[src/rtl/wbm_spi_ctrl_pkg.sv]
// ---------------------------------------------------------------------------
// wbm_spi_ctrl_pkg
// Shared definitions for the SPI-slave-to-Wishbone-master sequencer:
//   state_e      - sequencer states (encoding visible on the debug port)
//   CMD_WE_BIT   - bit of the command byte that selects a write
//   TIMEOUT_BYTE - response byte sent when a read times out
// ---------------------------------------------------------------------------
package wbm_spi_ctrl_pkg;

    typedef enum logic [1:0] {
        IDLE     = 2'd0,
        GET_DATA = 2'd1,
        WB_REQ   = 2'd2,
        TX_WAIT  = 2'd3
    } state_e;

    localparam int         CMD_WE_BIT   = 7;
    localparam logic [7:0] TIMEOUT_BYTE = 8'hFF;

endpackage

[src/rtl/wbm_spi_ctrl.sv]
// ---------------------------------------------------------------------------
// wbm_spi_ctrl
// Wishbone-domain sequencer behind the SPI slave receive path. Decodes a
// command byte (bit7 = write, low ADDR_W bits = address) plus, for writes,
// one data byte, then runs a single classic Wishbone cycle. Read data is
// returned as one byte on the tx stream.
//
// Optional feature: define WBM_SPI_CTRL_TIMEOUT_EN to abandon a Wishbone
// cycle after TIMEOUT un-acked cycles (reads then answer TIMEOUT_BYTE).
//
// Ports:
//   clk, rst_n            clock, asynchronous active-low reset
//   rx_stb, rx_data       one-cycle byte strobe from the SPI rx path
//   tx_valid, tx_ready,   response byte stream. Handshake: a byte moves on
//   tx_data               every edge where tx_valid && tx_ready; once raised,
//                         tx_valid and tx_data stay stable until accepted.
//   wb_cyc_o, wb_stb_o,   classic Wishbone master (cyc == stb throughout)
//   wb_we_o, wb_adr_o,
//   wb_dat_o, wb_dat_i,
//   wb_ack_i
//   overrun               one-cycle pulse: an rx byte arrived while busy
//   dbg_state_o           current sequencer state (state_e encoding)
// ---------------------------------------------------------------------------
module wbm_spi_ctrl
    import wbm_spi_ctrl_pkg::*;
#(
    parameter int ADDR_W  = 4,
    parameter int TIMEOUT = 255
) (
    input  logic              clk,
    input  logic              rst_n,
    input  logic              rx_stb,
    input  logic [7:0]        rx_data,
    output logic              tx_valid,
    input  logic              tx_ready,
    output logic [7:0]        tx_data,
    output logic              wb_cyc_o,
    output logic              wb_stb_o,
    output logic              wb_we_o,
    output logic [ADDR_W-1:0] wb_adr_o,
    output logic [7:0]        wb_dat_o,
    input  logic [7:0]        wb_dat_i,
    input  logic              wb_ack_i,
    output logic              overrun,
    output logic [1:0]        dbg_state_o
);

    if (ADDR_W < 1 || ADDR_W > 7) begin : g_bad_addr_w
        $error("wbm_spi_ctrl: ADDR_W must be in 1..7");
    end
    if (TIMEOUT < 1) begin : g_bad_timeout
        $error("wbm_spi_ctrl: TIMEOUT must be at least 1");
    end

    state_e              state_q;
    logic                tx_valid_q;
    logic [7:0]          tx_data_q;
    logic                cyc_q;
    logic                we_q;
    logic [ADDR_W-1:0]   adr_q;
    logic [7:0]          dat_q;
    logic                overrun_q;
    logic                timeout_hit;

`ifdef WBM_SPI_CTRL_TIMEOUT_EN
    localparam int CNT_W = ($clog2(TIMEOUT + 1) > 8) ? $clog2(TIMEOUT + 1) : 8;
    localparam logic [CNT_W-1:0] CNT_LAST = CNT_W'(TIMEOUT - 1);

    logic [CNT_W-1:0] cnt_q;

    // Held at zero outside WB_REQ, so it is clear on every entry. On the
    // k-th WB_REQ cycle it reads k-1; the cycle reading TIMEOUT-1 is the
    // last one the strobe is shown.
    always_ff @(posedge clk or negedge rst_n) begin
        if (!rst_n) begin
            cnt_q <= '0;
        end else if (state_q != WB_REQ) begin
            cnt_q <= '0;
        end else begin
            cnt_q <= cnt_q + 1'b1;
        end
    end

    assign timeout_hit = (cnt_q == CNT_LAST);
`else
    assign timeout_hit = 1'b0;
`endif

    always_ff @(posedge clk or negedge rst_n) begin
        if (!rst_n) begin
            state_q    <= IDLE;
            tx_valid_q <= 1'b0;
            tx_data_q  <= 8'h00;
            cyc_q      <= 1'b0;
            we_q       <= 1'b0;
            adr_q      <= '0;
            dat_q      <= 8'h00;
            overrun_q  <= 1'b0;
        end else begin
            overrun_q <= 1'b0;
            unique case (state_q)
                IDLE: begin
                    if (rx_stb) begin
                        adr_q <= rx_data[ADDR_W-1:0];
                        if (rx_data[CMD_WE_BIT]) begin
                            state_q <= GET_DATA;
                        end else begin
                            // Reads start the bus cycle straight from the command byte.
                            cyc_q   <= 1'b1;
                            we_q    <= 1'b0;
                            state_q <= WB_REQ;
                        end
                    end
                end
                GET_DATA: begin
                    if (rx_stb) begin
                        dat_q   <= rx_data;
                        cyc_q   <= 1'b1;
                        we_q    <= 1'b1;
                        state_q <= WB_REQ;
                    end
                end
                WB_REQ: begin
                    if (rx_stb) begin
                        overrun_q <= 1'b1;
                    end
                    // An ack arriving on the timeout cycle still delivers its data.
                    if (wb_ack_i || timeout_hit) begin
                        cyc_q <= 1'b0;
                        we_q  <= 1'b0;
                        if (we_q) begin
                            state_q <= IDLE;
                        end else begin
                            tx_data_q  <= wb_ack_i ? wb_dat_i : TIMEOUT_BYTE;
                            tx_valid_q <= 1'b1;
                            state_q    <= TX_WAIT;
                        end
                    end
                end
                TX_WAIT: begin
                    if (rx_stb) begin
                        overrun_q <= 1'b1;
                    end
                    // tx_valid is always high in this state.
                    if (tx_ready) begin
                        tx_valid_q <= 1'b0;
                        state_q    <= IDLE;
                    end
                end
                default: state_q <= IDLE;
            endcase
        end
    end

    assign tx_valid    = tx_valid_q;
    assign tx_data     = tx_data_q;
    assign wb_cyc_o    = cyc_q;
    assign wb_stb_o    = cyc_q;
    assign wb_we_o     = we_q;
    assign wb_adr_o    = adr_q;
    assign wb_dat_o    = dat_q;
    assign overrun     = overrun_q;
    assign dbg_state_o = state_q;

endmodule

[config.mk]
export PLATFORM = sky130hd
export DESIGN_NAME = wbm_spi_ctrl
export DESIGN_NICKNAME = d
export VERILOG_FILES = /design/src/rtl/wbm_spi_ctrl_pkg.sv /design/src/rtl/wbm_spi_ctrl.sv
export SDC_FILE = /design/constraint.sdc
export NUM_CORES = 1
export LEC_CHECK = 0
export ABC_AREA = 1
export BUFFER_PORTS_ARGS = -buffer_cell sky130_fd_sc_hd__buf_4
export CAP_MARGIN = 20
export CORE_AREA = 2 2 60 51
export DETAILED_ROUTE_END_ITERATION = 8
export DIE_AREA = 0 0 62 53
export GPL_ROUTABILITY_DRIVEN = 0
export HOLD_SLACK_MARGIN = 0.12
export PLACE_DENSITY = 0.77
export SLEW_MARGIN = 20
export SYNTH_ARGS = -nofsm -noshare
export SYNTH_HDL_FRONTEND = slang
export SYNTH_SLANG_ARGS = --single-unit
[constraint.sdc]
create_clock -name clk -period 1.3 [get_ports clk]
set_input_delay 0.065 -clock clk [delete_from_list [all_inputs] [get_ports clk]]
set_output_delay 0.065 -clock clk [all_outputs]
set_load 0.01 [all_outputs]
==> results of run 1 <==
## kinds of logic (layout without fill, tap and decap cells)
kind of cell / count (synthesis) / in the layout / share of synthesized area, %
buf+inv: 28 / 94 / 11.3
compound gates: 22 / 22 / 12.0
flops: 26 / 26 / 55.9
simple gates: 50 / 50 / 20.8
## path summary, 6_finish.rpt
path / from / slack, ns / end / depth (start not counted)
min in group clk: tx_ready / 0.16 / dbg_state_o[0] / 6
max in group asynchronous: rst_n / 0.88 / dbg_state_o[1] / 2
worst min-delay path: rst_n / 0.16 / wb_adr_o[0] / 2
worst max register to register: dbg_state_o[0] / 0.12 / tx_data[7] / 5
worst min register to register: wb_dat_o[5] / 0.51 / wb_dat_o[5] / 2
worst max-delay path: dbg_state_o[0] / 0.12 / tx_data[7] / 5
## layout by cell type, fill, tap and decap left out, types with 3 or more instances in the layout
cell type,synthesis,layout
nor2_1,3,3
buf_4,2,47
inv_1,23,23
o21ai_0,13,13
dlygate4sd3_1,0,18
nand2_1,36,36
o21ai_2,8,8
dfrtp_1,26,25
clkbuf_4,0,3
nand3_1,6,6
## through the flow
| stage | instance area, um^2 | worst slack (ns) | utilization, % | total power, mW | TNS (ns) |
|---|---|---|---|---|---|
| 2_1_floorplan | 1160 | 0.179 | - | 2.42 | 0 |
| 3_3_place_gp | 1520 | 0.0638 | 57.3 | 3.10 | 0 |
| 3_5_place_dp | 1520 | -0.00148 | 57.3 | 3.16 | -0.00148 |
| 4_1_cts | 1780 | 0.140 | 66.9 | 3.81 | 0 |
| 5_1_grt | 1780 | 0.000803 | 66.9 | 4.08 | 0 |
| 6_report | 1780 | 0.116 | 66.9 | 3.79 | 0 |
## metal layers
metal	share of wire, %	track usage, %	vias up
met4	1.4	8.16	0
met5	0	0	-
li1	-	-	520
met3	4.3	2.69	4
met2	55	33.5	27
met1	39	23.4	512
## sequential cells by signal (all words and copies together) (netlist names)
| name | flops |
|---|---|
| dbg_state_o | 2 |
| overrun | 1 |
| tx_data | 8 |
| tx_valid | 1 |
| wb_adr_o | 4 |
| wb_cyc_o | 1 |
| wb_dat_o | 8 |
| wb_we_o | 1 |
## final cells by class
cell class	count	area (um^2)	area share (%)
sequential	26	652	36.7
timing repair buffer	66	553	31.1
multi-input combinational	72	383	21.5
inverter	24	90.1	5.07
tap	38	47.5	2.67
clock inverter	1	30.0	1.69
clock buffer	3	22.5	1.27
## where the power goes
part,switching (mW),internal (mW)
Sequential,0.299,1.18
Clock,0.234,0.312
Combinational,0.899,0.872
Total,1.43,2.36
## critical path, delay by kind of cell, from the launching register on
family | cells | cell delay [ns]
buffers and inverters | 2 | 0.33
DFF | 1 | 0.51
AOI/OAI and AO/OA | 1 | 0.06
and+or+nand+nor | 2 | 0.18
## timing repair
action	in CTS	in global routing
buffers inserted	1	0
setup endpoints to repair	7	0
hold endpoints to repair	49	0
resized for setup	1	0
hold buffers	18	0
==> metrics.csv, run 1 <==
stage;metric;value;unit
detailed_routing;drcViolationCount;0;
worst_setup_path;endpoint_kind;flop;
clocking;cts.htree.levels;1;
timing;finalCriticalPeriod;1.18;ns
worst_setup_path;critPathSlowestCell;dfrtp_1;
timing;maxSlewViolCount;0;
cells_and_area;nNetsFinal;214;
synthesis;yosysWarnings;0;
timing;fmax;844;MHz
timing;worst_slew_pin_slew;0.324;ns
timing;hold_viol;0;
synthesis;synth_top_area_share;55.9;%
global_routing;grt_pass1_vias;1057;
floorplan;row_count;17;
worst_setup_path;cp_cell_sequence;inv_2 -> nand4_4 -> buf_12 -> nand2_1 -> o21ai_2;
pwr;leakagePower;0.970;nW
worst_setup_path;critPathArrivalTime;1.40;ns
cells_and_area;diodes;0;
cells_and_area;fillers;210;
detailed_routing;antenna_left;0;
global_routing;grt_overflow;0;
synthesis;ys_types;17;
floorplan;ios;48;
placed_design;hpwlAfterDp;1860;um
timing;max_slew_margin;78.4;%
clocking;cts_buffer_depth;2;
floorplan;die_height;53;um
synthesis;yosysSeqAreaShare;55.9;%
synthesis;synthMostInstantiatedCell;nand2_1;
status;status;complete, no violations;
detailed_routing;dr.pass1.iters;5;
synthesis;yosys_register_bits;26;
global_routing;antenna_found_initial;0;
worst_setup_path;critical_path_required;1.52;ns
global_routing;grt_pass1_wl;4610;um
detailed_routing;drt_iter0_drc;23;
detailed_routing;via_per_inst;4.62;
synthesis;synth_ff_type;dfrtp_1;
clocking;insertion_delay;0.32;ns
synthesis;ys_top_cells_by_area;dfrtp_1 (56%), nand2_1 (12%), inv_1 (7.4%);
timing;whs;0.160;ns
timing;rsz0062_at_grt;no;
synthesis;syn-num-nets;147;
synthesis;async_flop_share;100;%
detailed_routing;wl;2790;um
pwr;peakVddDrop;0.938;mV
timing;skew;0.0108;ns
worst_setup_path;worstSetupPathType;reg2reg;
synthesis;synth_edf_count;0;
detailed_routing;wl_per_cell;12.1;um
synthesis;yosysTopAreaCell;dfrtp_1;
worst_setup_path;cp_max_fo;17;
cells_and_area;drive_gt1_share;34.4;%
clocking;clkSinkCount;26;
run;cap_viol_max_count;0;
floorplan;design.die.area;3290;um^2
floorplan;start_util;43.8;%
clocking;numCtsBuffers;3;
worst_setup_path;start_kind;flop;
worst_setup_path;slowest_delay;0.51;ns
synthesis;syn_inst;126;
floorplan;coreArea;2660;um^2
placed_design;port_buffers;47;
timing;min_period_over_period;91.1;%
synthesis;synth_common_cells;nand2_1 (36), dfrtp_1 (26), inv_1 (23), o21ai_0 (13), o21ai_2 (8);
synthesis;syn_area;1160;um^2
timing;setup_viol;0;
cells_and_area;fin_cells;230;
detailed_routing;via_count;1063;
floorplan;die_x;62;um
hold_path;min_path_type;in2async;
clocking;clk_pin_slew;0.14;ns
global_routing;grt.total_usage;19.3;%
synthesis;synth.avg_cell_area;9.24;um^2
clocking;clk_root_buffer_cell;clkbuf_4;
pwr;pwr_density_cell;2130;nW/um^2
cells_and_area;area_delta_synth_final;52.6;%
clocking;cts_tree;done;
global_routing;grt_max_degree;27;
placed_design;place_inst;207;
Power figures use the tool's default switching activity.
==> inputs of run 2 (changes only) <==
Settings changed: CORE_AREA 2 2 60 51 to 2 2 73 61, DIE_AREA 0 0 62 53 to 0 0 75 63, PLACE_DENSITY 0.77 to 0.56.
==> run 2 against run 1 <==
Compared with the run above: sequential power is essentially flat; critical endpoint is now tx_data[6]; worst hold slack gained 0.027 ns; cell count grew 7.8%; first-iteration DRC count grew 91%; critical path type unchanged; largest power group unchanged.
==> metrics.csv, run 2 (synthesis gave the netlist of run 1 again) <==
stage;metric;value;unit;change
worst_setup_path;worst-path-buf-inv;2;;unchanged
worst_setup_path;start_kind;flop;;unchanged
timing;fmax;876;MHz;was 844 MHz
cells_and_area;final_common_cell;buf_4;;unchanged
global_routing;top_usage_layer;met2;;unchanged
cells_and_area;diodes;0;;unchanged
worst_setup_path;critPathArrivalTime;1.30;ns;was 1.40 ns
detailed_routing;antenna_left;0;;unchanged
detailed_routing;wl_per_cell;10.4;um;was 12.1 um
global_routing;grt_pass1_vias;1008;;was 1057
cells_and_area;area_delta_synth_final;53.7;%;was 52.6%
global_routing;grt_pass1_wl;4430;um;was 4610 um
placed_design;port_buffers;47;;unchanged
floorplan;coreArea;4020;um^2;was 2660 um^2
clocking;numCtsBuffers;3;;unchanged
floorplan;ios;48;;unchanged
global_routing;grt.total_usage;11.9;%;was 19.3%
detailed_routing;via_count;1005;;was 1063
floorplan;die_height;63;um;was 53 um
timing;min_period_over_period;87.8;%;was 91.1%
floorplan;row_count;21;;was 17
pwr;peakVddDrop;0.695;mV;was 0.938 mV
worst_setup_path;critical_path_required;1.46;ns;was 1.52 ns
detailed_routing;via_per_inst;4.05;;was 4.62
worst_setup_path;cp.depth;5;;unchanged
cells_and_area;drive_gt1_share;34.0;%;was 34.4%
floorplan;start_util;29.0;%;was 43.8%
worst_setup_path;slowest_delay;0.49;ns;was 0.51 ns
detailed_routing;drt_iter0_drc;44;;was 23
worst_setup_path;cp_cell_sequence;inv_2 -> nand4_4 -> buf_12 -> nand2_1 -> o21ai_2;;unchanged
timing;hold_viol;0;;unchanged
pwr;pwr_density_cell;2040;nW/um^2;was 2130 nW/um^2
placed_design;hpwlAfterDp;1860;um;about the same
worst_setup_path;critPathSlowestCell;dfrtp_1;;unchanged
worst_setup_path;worstSetupPathType;reg2reg;;unchanged
hold_path;min_path_type;in2reg;;was in2async
clocking;cts_tree;done;;unchanged
cells_and_area;nNetsFinal;214;;unchanged
global_routing;grt_use_met1;14.4;%;was 23.4%
global_routing;use_met2;20.8;%;was 33.5%
timing;finalCriticalPeriod;1.14;ns;was 1.18 ns
timing;max_slew_margin;78.2;%;was 78.4%
floorplan;die_x;75;um;was 62 um
cells_and_area;layout.cells.most_common_list;buf_4 (47), nand2_1 (36), dfrtp_1 (25);;unchanged
global_routing;use_met3;3.23;%;was 2.69%
timing;worst_slew_pin_slew;0.328;ns;was 0.324 ns
timing;setup_viol;0;;unchanged
cells_and_area;fin_util;44.5;%;was 66.9%
detailed_routing;wl;2570;um;was 2790 um
clocking;clk_pin_slew;0.09;ns;was 0.14 ns
pwr;leakagePower;0.964;nW;was 0.970 nW
worst_setup_path;endpoint_kind;flop;;unchanged
timing;maxSlewViolCount;0;;unchanged
clocking;clkSinkCount;26;;unchanged
hold_path;min_path_cells;6;;
clocking;clk_root_buffer_cell;clkbuf_8;;was clkbuf_4
timing;rsz0062_at_grt;no;;unchanged
clocking;insertion_delay;0.27;ns;was 0.32 ns
timing;tns;0;ns;unchanged
clocking;cts_buffer_depth;2;;unchanged
worst_setup_path;cpLargestDelayFamily;flip-flops;;unchanged
timing;skew;0.00963;ns;was 0.0108 ns
detailed_routing;drcViolationCount;0;;unchanged
global_routing;grt_max_degree;27;;unchanged
clocking;cts.htree.levels;1;;unchanged
worst_setup_path;reg2reg_depth;5;;unchanged
global_routing;antenna_found_initial;0;;unchanged
floorplan;design.die.area;4730;um^2;was 3290 um^2
global_routing;grt_overflow;0;;unchanged
run;cap_viol_max_count;0;;unchanged
detailed_routing;dr.pass1.iters;4;;was 5
status;status;complete, no violations;;unchanged
worst_setup_path;cp_max_fo;17;;unchanged
-- run 2: cell types whose count changed in the layout (fill, tap and decap cells not counted), sizes merged --
cell	before	now
bufinv	1	0
-- run 2: routing by layer --
layer  vias to the layer above  part of all wire [%]
met3                         0                   4.0
met1                       473                    43
met4                         0                     0
li1                        516                     -
met5                         -                     0
met2                        16                    53
-- run 2: through the flow --
step           cells  hold slack [ns]  setup WS, ns  power, mW  area, um^2
5_1_grt          248            0.243        0.0430       3.95        1790
3_5_place_dp     226         -0.00383        0.0112       3.15        1550
4_1_cts          247            0.196       0.00458       3.65        1770
2_1_floorplan    126           -0.231         0.179       2.42        1160
6_report         248            0.187         0.158       3.65        1790
3_3_place_gp     226          -0.0107        0.0558       3.12        1550
-- run 2: power by group --
group / total, mW / internal (mW) / switching (mW)
clock network: 0.452 / 0.208 / 0.244
logic: 1.73 / 0.872 / 0.856
registers: 1.47 / 1.18 / 0.293
total: 3.65 / 2.26 / 1.39
-- run 2: path summary, 6_finish.rpt --
kind                             endpoint      startpoint  slack [ns]
max in group asynchronous  dbg_state_o[1]           rst_n        0.81
hold reg to reg                  tx_valid        tx_valid        0.49
min in group asynchronous      tx_data[4]           rst_n        0.22
setup / recovery               tx_data[6]  dbg_state_o[0]        0.16
setup reg to reg               tx_data[6]  dbg_state_o[0]        0.16
hold / removal             dbg_state_o[1]        tx_ready        0.19
-- run 2: cell type report --
class | instances | area [um^2]
fillers | 399 | 2230
flip-flops and latches | 26 | 652
repair buffers | 66 | 553
multi-input cells | 72 | 383
inverters | 24 | 90.1
well taps | 57 | 71.3
clock buffers | 3 | 41.3
-- run 2: what timing repair did --
action | in CTS | in global routing
hold endpoints to repair | 47 | 0
hold buffers | 18 | 0
setup endpoints to repair | 0 | 15
setup buffers | 0 | 1
resized for setup | 0 | 1
-- run 2: worst min-delay path, stage by stage --
cell     delay, ns
buf_4         0.08
inv_1         0.03
nand3_1       0.09
nand2_1       0.08
inv_1         0.05
nand2_1       0.04
==> inputs of run 3 (changes only) <==
Settings changed: CELL_PAD_IN_SITES_DETAIL_PLACEMENT set to 1, CELL_PAD_IN_SITES_GLOBAL_PLACEMENT set to 1, PLACE_DENSITY 0.56 to 0.72.
==> run 3 against run 2 <==
Compared with the run above: routed wire length rose by 27%; sequential power barely moved; highest routed layer is now met4; global-route usage rose by 2.8 points; critical endpoint is now wb_dat_o[3]; cell count rose by 0.40%.
==> metrics.csv, run 3 (synthesis gave the netlist of run 1 again) <==
stage;metric;value;unit;change
status;status;complete, no violations;;unchanged
timing;finalCriticalPeriod;1.20;ns;was 1.14 ns
cells_and_area;fin_cells;249;;was 248
worst_setup_path;slowest_delay;0.51;ns;was 0.49 ns
cells_and_area;diodes;0;;unchanged
run;cap_viol_max_count;0;;unchanged
placed_design;port_buffers;47;;unchanged
floorplan;design.die.area;4730;um^2;unchanged
timing;tns;0;ns;unchanged
global_routing;antenna_found_initial;0;;unchanged
clocking;cts_tree;done;;unchanged
pwr;pwr_density_cell;2180;nW/um^2;was 2040 nW/um^2
detailed_routing;antenna_left;0;;unchanged
detailed_routing;wl_per_cell;13.1;um;was 10.4 um
timing;min_period_over_period;92.0;%;was 87.8%
worst_setup_path;worst_r2r_startpoint;dbg_state_o[1];;was dbg_state_o[0]
clocking;insertion_delay;0.28;ns;was 0.27 ns
floorplan;start_util;29.0;%;unchanged
timing;setup_viol;0;;unchanged
worst_setup_path;critPathSlowestCell;dfrtp_2;;was dfrtp_1
detailed_routing;dr.pass1.iters;4;;unchanged
detailed_routing;wl;3260;um;was 2570 um
cells_and_area;fin_util;45.3;%;was 44.5%
worst_setup_path;critPathArrivalTime;1.35;ns;was 1.30 ns
global_routing;grt_overflow;0;;unchanged
clocking;cts.htree.levels;1;;unchanged
cells_and_area;regArea;652;um^2;unchanged
worst_setup_path;reg2reg_depth;4;;was 5
global_routing;grt_max_degree;27;;unchanged
clocking;clk_root_buffer_cell;clkbuf_8;;unchanged
detailed_routing;via_per_inst;4.27;;was 4.05
timing;max_slew_margin;78.0;%;was 78.2%
timing;worst_slew_pin_slew;0.331;ns;was 0.328 ns
clocking;cts_buffer_depth;2;;unchanged
clocking;numCtsBuffers;3;;unchanged
cells_and_area;fillers;480;;was 399
detailed_routing;drcViolationCount;0;;unchanged
placed_design;place_inst;226;;unchanged
timing;fmax;836;MHz;was 876 MHz
cells_and_area;drive_gt1_share;34.4;%;was 34.0%
worst_setup_path;r2r_slack;0.10;ns;was 0.16 ns
global_routing;grt_pass1_wl;5330;um;was 4430 um
detailed_routing;drt_iter0_drc;100;;was 44
cells_and_area;multi_input_area;383;um^2;unchanged
worst_setup_path;cp_max_fo;17;;unchanged
floorplan;row_count;21;;unchanged
worst_setup_path;worstSetupPathType;reg2reg;;unchanged
floorplan;die_height;63;um;unchanged
floorplan;ios;48;;unchanged
worst_setup_path;endpoint_kind;flop;;unchanged
worst_setup_path;critical_path_required;1.46;ns;about the same
timing;skew;0.00787;ns;was 0.00963 ns
clocking;clk_pin_slew;0.10;ns;was 0.09 ns
placed_design;dpl-instance-area;1550;um^2;unchanged
cells_and_area;final_common_cell;buf_4;;unchanged
cells_and_area;nNetsFinal;214;;unchanged
worst_setup_path;cp_cell_sequence;inv_1 -> nand3_4 -> nand2_1 -> o21ai_0;;was inv_2 -> nand4_4 -> buf_12 -> nand2_1 -> o21ai_2
cells_and_area;area_delta_synth_final;56.3;%;was 53.7%
pwr;leakagePower;0.978;nW;was 0.964 nW
floorplan;coreArea;4020;um^2;unchanged
timing;hold_viol;0;;unchanged
cells_and_area;layout.cells.most_common_list;buf_4 (47), nand2_1 (36), dfrtp_1 (25);;unchanged
timing;rsz0062_at_grt;no;;unchanged
cells_and_area;stdcell_area;1820;um^2;was 1790 um^2
floorplan;die_x;75;um;unchanged
worst_setup_path;start_kind;flop;;unchanged
hold_path;min_path_type;in2async;;was in2reg
worst_setup_path;r2r-end;wb_dat_o[3];;was tx_data[6]
pwr;peakVddDrop;0.682;mV;was 0.695 mV
clocking;clkSinkCount;26;;unchanged
global_routing;grt_pass1_vias;1124;;was 1008
timing;maxSlewViolCount;0;;unchanged
placed_design;hpwlAfterDp;2300;um;was 1860 um
global_routing;grt.total_usage;14.7;%;was 11.9%
detailed_routing;via_count;1063;;was 1005
[run 3: cell types whose count changed in the layout (fill, tap and decap cells not counted), sizes merged]
cell / previous run / this run
bufinv: 0 / 1
[run 3: worst max-delay path: cells and delay by family, from the launching register on]
family	cells	cell delay [ns]
simple gates	2	0.30
compound gates	1	0.10
buf+inv	1	0.15
flops	1	0.51
[run 3: layout make-up]
| class | instances | area share, % |
|---|---|---|
| clock inverter | 1 | 1.65 |
| inverter | 24 | 4.95 |
| timing repair buffer | 66 | 30.4 |
| multi-input combinational | 72 | 21.0 |
| clock buffer | 3 | 2.27 |
| sequential | 26 | 35.8 |
| tap | 57 | 3.92 |
[run 3: power by group]
part	switching (mW)	internal (mW)	total (mW)
Clock	0.272	0.412	0.685
Combinational	0.923	0.873	1.80
Sequential	0.311	1.18	1.49
Total	1.51	2.46	3.97
[run 3: metal layers]
layer  part of all wire [%]  global-route usage [%]
met5                      0                       0
met4                   0.64                    2.68
met3                    2.4                    3.06
met2                     56                    26.1
met1                     41                    18.2
[run 3: worst max path at each step]
stage	cells past startpoint	start	slack [ns]	to
global route	3	dbg_state_o[1]	0.006	wb_dat_o[3]
finish	4	dbg_state_o[1]	0.10	wb_dat_o[3]
detailed placement	3	dbg_state_o[1]	-0.02	tx_data[0]
global placement	3	dbg_state_o[1]	0.06	tx_data[3]
CTS	4	dbg_state_o[0]	0.002	tx_data[0]
floorplan	5	dbg_state_o[0]	0.18	tx_data[2]
[run 3: what timing repair did]
item | CTS | global route
buffers inserted | 0 | 1
hold endpoints to repair | 47 | 0
resized for setup | 1 | 0
setup endpoints to repair | 8 | 8
pin swaps | 0 | 0
cloned | 0 | 0
hold buffers | 18 | 0
[run 3: metrics by stage]
| step | worst slack [ns] | total power, mW | hold slack, ns |
|---|---|---|---|
| 4_1_cts | 0.00219 | 3.95 | 0.233 |
| 6_report | 0.104 | 3.97 | 0.223 |
| 5_1_grt | 0.00605 | 4.27 | 0.244 |
| 3_5_place_dp | -0.0183 | 3.22 | -0.00423 |
| 3_3_place_gp | 0.0596 | 3.12 | -0.00932 |
| 2_1_floorplan | 0.179 | 2.42 | -0.231 |
